$ cat src/rtl/fifo_sync_param.sv
// Synchronous FIFO with power-of-2 depth, occupancy flags and sticky error flags.
// Read latency: 0 cycles when OUT_REG=0 (combinational), 1 cycle when OUT_REG=1.
// No internal backpressure: a write to a full FIFO without a same-cycle read is dropped and sets overflow.
//
// Ports:
//   clk, rst            clock and synchronous active-high reset
//   w_en, data_in       write request and write word
//   r_en                read request
//   data_out, rd_valid  read word and its valid qualifier (timing set by OUT_REG)
//   full, empty         occupancy at the limits
//   almost_full         count >= AF_LEVEL
//   count               occupancy, 0..1<<INDEX
//   overflow, underflow sticky error flags, cleared only by rst
module fifo_sync_param #(
  parameter int WIDTH    = 17,
  parameter int INDEX    = 1,
  parameter int AF_LEVEL = 1,
  parameter int OUT_REG  = 0
) (
  input  logic             clk,
  input  logic             rst,
  input  logic             w_en,
  input  logic             r_en,
  input  logic [WIDTH-1:0] data_in,
  output logic [WIDTH-1:0] data_out,
  output logic             rd_valid,
  output logic             full,
  output logic             empty,
  output logic             almost_full,
  output logic [INDEX:0]   count,
  output logic             overflow,
  output logic             underflow
);

  localparam int DEPTH = 1 << INDEX;
  localparam logic [INDEX:0] FULL_CNT = (INDEX + 1)'(DEPTH);
  localparam logic [INDEX:0] AF_CNT   = (INDEX + 1)'(AF_LEVEL);

  // Reject illegal configurations while elaborating.
  if (INDEX < 1) begin : g_bad_index
    $error("fifo_sync_param: INDEX must be >= 1");
  end
  if (AF_LEVEL < 1 || AF_LEVEL > DEPTH) begin : g_bad_af
    $error("fifo_sync_param: AF_LEVEL must be in 1..1<<INDEX");
  end
  if (OUT_REG != 0 && OUT_REG != 1) begin : g_bad_outreg
    $error("fifo_sync_param: OUT_REG must be 0 or 1");
  end

  logic [WIDTH-1:0] mem [DEPTH];
  logic [INDEX-1:0] w_ptr;
  logic [INDEX-1:0] r_ptr;
  logic             rd_ok;
  logic             wr_ok;

  assign full        = (count == FULL_CNT);
  assign empty       = (count == '0);
  assign almost_full = (count >= AF_CNT);

  // A read never bypasses a same-cycle write into an empty FIFO. A write into a
  // full FIFO is allowed when a read frees a slot in the same cycle; in that
  // case w_ptr == r_ptr, and the old word is read before it is overwritten.
  assign rd_ok = r_en & ~empty;
  assign wr_ok = w_en & (~full | rd_ok);

  always_ff @(posedge clk) begin
    if (rst) begin
      w_ptr     <= '0;
      r_ptr     <= '0;
      count     <= '0;
      overflow  <= 1'b0;
      underflow <= 1'b0;
      for (int i = 0; i < DEPTH; i++) begin
        mem[i] <= '0;
      end
    end else begin
      if (wr_ok) begin
        mem[w_ptr] <= data_in;
        w_ptr      <= w_ptr + 1'b1;   // natural wrap at 1<<INDEX
      end
      if (rd_ok) begin
        r_ptr <= r_ptr + 1'b1;
      end
      case ({wr_ok, rd_ok})
        2'b10:   count <= count + 1'b1;
        2'b01:   count <= count - 1'b1;
        default: count <= count;
      endcase
      if (w_en && !wr_ok) begin
        overflow <= 1'b1;
      end
      if (r_en && !rd_ok) begin
        underflow <= 1'b1;
      end
    end
  end

  if (OUT_REG == 0) begin : g_comb_out
    // Zero-latency legacy mode: the output is forced to zero unless a read is accepted.
    assign data_out = rd_ok ? mem[r_ptr] : '0;
    assign rd_valid = rd_ok;
  end else begin : g_reg_out
    // Registered mode: data_out holds the last accepted word between reads.
    always_ff @(posedge clk) begin
      if (rst) begin
        data_out <= '0;
        rd_valid <= 1'b0;
      end else begin
        rd_valid <= rd_ok;
        if (rd_ok) begin
          data_out <= mem[r_ptr];
        end
      end
    end
  end

endmodule

$ cat config.mk
export PLATFORM = sky130hd
export DESIGN_NAME = fifo_sync_param
export DESIGN_NICKNAME = d
export VERILOG_FILES = /design/src/rtl/fifo_sync_param.sv
export SDC_FILE = /design/constraint.sdc
export NUM_CORES = 1
export LEC_CHECK = 0
export ABC_AREA = 0
export BUFFER_PORTS_ARGS = -buffer_cell sky130_fd_sc_hd__buf_2
export CAP_MARGIN = 20
export CORE_ASPECT_RATIO = 1.1
export CORE_MARGIN = 5
export CORE_UTILIZATION = 52
export CTS_CLUSTER_SIZE = 30
export DETAILED_ROUTE_END_ITERATION = 10
export PLACE_DENSITY = 0.74
export SKIP_CTS_REPAIR_TIMING = 1
export SLEW_MARGIN = 10
export SYNTH_ARGS = -nofsm -noshare
export SYNTH_HDL_FRONTEND = slang
export SYNTH_SLANG_ARGS = --single-unit
$ cat constraint.sdc
create_clock -name clk -period 2.5 [get_ports clk]
set_input_delay 0.625 -clock clk [delete_from_list [all_inputs] [get_ports clk]]
set_output_delay 0.625 -clock clk [all_outputs]
set_load 0.02 [all_outputs]
==> results.txt, run 1 <==
reg-to-reg critical path startpoint: count[0]
synthesized area: 0.00191 sq mm
total number of vias: 1,266
layout cell share with drive strength beyond 1: 31.2%
ranking of synthesized cells by area: edfxtp_1, and2_1, mux2i_1
Synth Area per Inst: 12.7 sq um
CP Class: flop to output port
starting density of the core: 53.1%
htree depth: 2
Yosys reg bits: 41
WHS Path Cells: 2
crit share post-route: 92.7%
DR iter-0 viols: 27
Total GRT Usage: 16.1%
die height: 73.6 um
drt pass-1 iters: 4
largest net degree at the start of global routing: 24
Critical Path Sink Type: output port
Worst Path Required: 1880 ps
drt drc: 0
RSZ-0062 raised after global routing: no
setup-violating endpoint count in the final report: 0
Seq/Total Area, Yosys: 60.7%
CP arrival: 1690 ps
diode count: 0
Slew headroom: 39.1%
wire length of the first global-routing pass: 5900 um
Post-synth ARST share: 0%
Port Buf Inserts: 45
max-slew violations: 0
IO Count: 46
die footprint: 0.00499 sq mm
GR Overflow Total: 0
final core utilization: 64.2%
LEAKAGE: 0.989 nW
post-route minimum period: 2320 ps
die width: 67.8 um
initial antenna violation count: 0
area leader, netlist: edfxtp_1
Fillers: 295
routed wire length: 3590 um
status: complete, no violations
worst min path class: flop to flop
CTS max path bufs: 2
Synth top area share: 53.4%
Antenna Nets Post-Route: 0
FP Rows: 23
CTS tree: yes
worst reg2reg path depth: 7
Core Region: 0.00360 sq mm
worst-case clock skew: 4.03 ps
Worst-Skew Late Latency: 280 ps
origin of the worst setup path: count[0]
WL/cell: 14.4 um
number of global-route vias before repair: 1,377
Peak VDD IR: 839 uV
fin nets: 222
Area Growth Syn to Fin: 20.8%
Num CTS Buffers: 5
clock sink count: 41
clk slew on worst S/H paths: 70 ps
critical hold path startpoint: underflow
distinct cell type count after synthesis: 24
top post-synthesis cells by count: and2_1, edfxtp_1, nor2_1
worst slew pin tran: 913 ps
Post-Route Setup TNS: 0 ps
max_cap viols: 0
crit-path max FO: 23
Pwr per Cell Area: 1010 mW/mm^2
number of synthesized flops with an enable pin: 34
fmax: 0.432 GHz
global placement routability congestion: 0.725
Final Hold Vio Count: 0
Startpoint Class: flop
YS warnings: 0
ys flop type: edfxtp_1
Via-to-Cell Ratio: 5.08
DP HPWL: 2540 um
Syn Inst Count: 151
syn nets: 175
Root Driver: clkbuf_8
path summary, 6_finish.rpt:
| kind | end | slack [ps] |
|---|---|---|
| setup / recovery | data_out[10] | 180 |
| hold / removal | underflow | 480 |
| setup reg to reg | mem[1][16] | 310 |
| hold reg to reg | underflow | 480 |
registers in the layout (all words and copies together) (netlist names), named ones only:
signal / cells
w_ptr: 1
underflow: 1
count: 2
r_ptr: 1
overflow: 1
mem: 34
kinds of logic (layout without fill, tap and decap cells):
| logic type | Yosys count | count (layout) | share of synthesized area [%] |
|---|---|---|---|
| fa+ha+maj | 3 | 3 | 1.96 |
| compound gates | 9 | 9 | 3.40 |
| simple gates | 63 | 63 | 19.0 |
| flops | 41 | 41 | 60.7 |
| buf+inv | 14 | 62 | 4.06 |
| mux | 18 | 18 | 9.42 |
| xor+xnor | 3 | 3 | 1.37 |
layer usage:
metal	up-vias	wire (um)	GRT usage, %
li1	607	-	-
met1	610	1320	16.0
met5	-	0	0
met2	41	1990	30.6
met4	0	58	7.06
met3	8	215	3.98
stage by stage:
step                hold WS (ps)  setup slack [ps]  cells  cell area [sq um]  power, mW
floorplan                    481              40.5    151               1920       1.53
global placement             468               377    241               2180       1.71
detailed placement           461               291    241               2180       1.75
CTS                          479               166    249               2310       2.36
global route                 522              42.7    249               2310       2.47
finish                       482               184    249               2310       2.34
power breakdown:
part           switching, mW  internal [mW]
Sequential            0.0498          0.878
Clock                  0.214          0.396
Combinational          0.498          0.301
Total                  0.761           1.57
critical path, cell delays in order, from the launching register on:
cell and delay (ps):
dfxtp_1 370, inv_1 90, ha_1 230, nand2b_4 170
buf_4 220, nor2_1 150, buf_2 180
cell usage in the layout (no fill, tap or decap):
cell,count
a21oi_1,3
a221oi_1,1
a31oi_1,2
and2_1,34
buf_2,45
buf_4,3
bufinv_16,2
clkbuf_8,5
clkinv_2,1
clkinv_4,1
dfxtp_1,7
edfxtp_1,34
ha_1,3
inv_1,5
mux2i_1,18
nand2b_1,1
nand2b_4,1
nor2_1,24
nor3_4,1
nor3b_4,1
o21ai_0,1
o21ai_4,1
o21bai_2,1
or2_1,1
xnor2_1,2
xor2_1,1
cell type report:
type	instances	area [sq um]	area share, %
repair buffers	48	248	10.7
multi-input cells	96	677	29.3
well taps	50	62.6	2.71
clock inverters	3	65.1	2.82
flip-flops and latches	41	1160	50.3
clock buffers	5	68.8	2.98
inverters	6	27.5	1.19
Note: power is estimated with default switching activity, not from simulation.
==> run 2, diff against run 1 <==
--- a/config.mk
+++ b/config.mk
@@ -10,10 +10,10 @@
 export CAP_MARGIN = 20
 export CORE_ASPECT_RATIO = 1.1
 export CORE_MARGIN = 5
-export CORE_UTILIZATION = 52
+export CORE_UTILIZATION = 47
 export CTS_CLUSTER_SIZE = 30
 export DETAILED_ROUTE_END_ITERATION = 10
-export PLACE_DENSITY = 0.74
+export PLACE_DENSITY = 0.7
 export SKIP_CTS_REPAIR_TIMING = 1
 export SLEW_MARGIN = 10
 export SYNTH_ARGS = -nofsm -noshare
==> constraint.sdc (replaced) <==
create_clock -name clk -period 2.1 [get_ports clk]
set_input_delay 0.525 -clock clk [delete_from_list [all_inputs] [get_ports clk]]
set_output_delay 0.525 -clock clk [all_outputs]
set_load 0.02 [all_outputs]
==> run 2 against run 1 <==
  * Count of clock-buffer cells in the layout is 1 higher
  * Global-route usage is 1.6 points lower
  * Combinational power is 62% higher
  * Wire length is 8.9% higher
  * Hold slack worse by 3.6 ps
  * Utilization is 0.44 points higher
  * Largest power group is now combinational cells
  * Largest cell class unchanged
  * Die area is 9.1% higher
  * Final cell count is 4.8% higher
  * First-iteration DRC count is 78% higher
  * Clock skew is 0.91 ps higher
  * Clock power is 21% lower
==> results.txt, run 2 (synthesized netlist as in run 1, its figures left out) <==
total number of vias: 1,266 (unchanged)
status: complete, no violations
global placement routability congestion: 0.702 (-3.1%)
max reg flops: 34 (unchanged)
die height: 76.9 um (+4.5%)
Antenna Nets Post-Route: 0 (unchanged)
dpl cells: 246 (+2.1%)
Buf/Inv on CP: 3 (unchanged)
flop2flop setup slack: 240 ps (-70 ps)
CP max stage cell: dfxtp_2
WL/cell: 15.0 um (+3.9%)
WHS Path Cells: 2 (unchanged)
Post-Route Setup TNS: 0 ps (unchanged)
layout cell share with drive strength beyond 1: 42.6% (+11 points)
Worst path depth: 6 (unchanged)
Slew headroom: 79.4% (+40 points)
DP HPWL: 2570 um (+1.4%)
Startpoint Class: flop
setup-violating endpoint count in the final report: 0 (unchanged)
Pwr per Cell Area: 1120 mW/mm^2 (+11%)
commonest non-fill, non-tap cells in the layout: and2_1, edfxtp_1, buf_2, buf_4, mux2i_1
Port Buf Inserts: 45 (unchanged)
worst min path class: flop to flop
Final Hold Vio Count: 0 (unchanged)
Max stage delay on crit path: 340 ps (-30 ps)
drt pass-1 iters: 4 (unchanged)
htree depth: 2 (unchanged)
critical path, cell by cell: inv_1 -> ha_4 -> nand2b_4 -> clkbuf_16 -> nor2_4 -> buf_6
IO Count: 46 (unchanged)
starting density of the core: 48.2% (-4.9 points)
initial antenna violation count: 0 (unchanged)
Power Total: 2.88 mW (+23%)
cell area after layout: 0.00256 sq mm (+11%)
LEAKAGE: 1.05 nW (+6.3%)
fmax: 0.491 GHz
Critical Path Sink Type: output port
CTS tree: yes
Num CTS Buffers: 5 (unchanged)
Largest regs: mem: 34 flops, count: 2 flops
die width: 70.8 um (+4.4%)
post-route minimum period: 2040 ps
crit-path leading delay family: buffers and inverters
fin nets: 232 (+4.5%)
die footprint: 0.00544 sq mm (+9.1%)
crit share post-route: 97.0%
GR Overflow Total: 0 (unchanged)
worst-case clock skew: 4.94 ps (+0.913 ps)
diode count: 0 (unchanged)
Worst Path Required: 1570 ps (-310 ps)
CTS max path bufs: 2 (unchanged)
Total GRT Usage: 14.4% (-1.6 points)
largest net degree at the start of global routing: 24 (unchanged)
Root Driver: clkbuf_8
final non-filler cell total: 261 (+4.8%)
clock sink count: 41 (unchanged)
Core Region: 0.00396 sq mm (+10%)
DR iter-0 viols: 48 (+78%)
number of global-route vias before repair: 1,300 (-5.6%)
crit-path max FO: 6 (-74%)
worst reg2reg path depth: 9 (+2)
Peak VDD IR: 772 uV (-8.0%)
CP Class: flop to output port
most flop-heavy register: mem
Worst-Skew Late Latency: 290 ps (about the same)
Via-to-Cell Ratio: 4.85 (-4.6%)
routed wire length: 3910 um (+8.9%)
wire length of the first global-routing pass: 6040 um (+2.3%)
drt drc: 0 (unchanged)
max_cap viols: 0 (unchanged)
CP arrival: 1510 ps (-180 ps)
max-slew violations: 0 (unchanged)
Area Growth Syn to Fin: 34.0%
clk slew on worst S/H paths: 70 ps (about the same)
FP Rows: 24 (+4.3%)
placed instance area: 0.00230 sq mm (+5.5%)
worst slew pin tran: 300 ps (-613 ps)
==> run 2: cell count changes in the layout (fill, tap and decap cells not counted), sizes merged <==
| cell | previous run | this run |
|---|---|---|
| clkinv | 2 | 3 |
| clkbuf | 5 | 8 |
| bufinv | 2 | 0 |
| buf | 48 | 56 |
==> run 2: worst paths after layout <==
| check | from | to |
|---|---|---|
| max reg2reg | count[0] | mem[0][14] |
| max | count[0] | data_out[7] |
| min | underflow | underflow |
| min reg2reg | underflow | underflow |
==> run 2: metal layers <==
| layer | routed length, um | share of wire (%) | GRT usage (%) |
|---|---|---|---|
| met5 | 0 | 0 | 0 |
| met4 | 57 | 1.5 | 6.02 |
| met3 | 238 | 6.1 | 5.36 |
| met2 | 2190 | 56 | 25.8 |
| met1 | 1430 | 36 | 15.0 |
==> run 2: worst min-delay path: cells and delay by family (launching register included) <==
family           cells  cell delay, ps
AND/OR/NAND/NOR      1              70
AO/OA/AOI/OAI        1              50
flip-flops           1             330
==> run 2: where the power goes <==
group          switching (mW)  total (mW)  leakage [nW]  internal (mW)
Clock                   0.250       0.480        0.0450          0.230
Sequential             0.0605        1.11         0.418           1.05
Combinational           0.719        1.29         0.588          0.570
==> run 2: final cells by class <==
class	instances	area, sq um
Multi-Input combinational cell	96	779
Fill cell	326	1400
Timing Repair Buffer	58	444
Clock buffer	6	72.6
Clock inverter	2	10.0
Sequential cell	41	1160
Tap cell	52	65.1
Inverter	6	27.5
==> run 2: metrics by stage <==
step                      worst slack (ps)  utilization [%]  hold WS [ps]
after CTS                             -188             60.0           478
final                                 62.2             64.6           479
after global placement                 147             57.9           472
after global routing                 -11.6             64.6           512
after detailed placement              48.2             57.9           460
after floorplan                       32.8                -           481
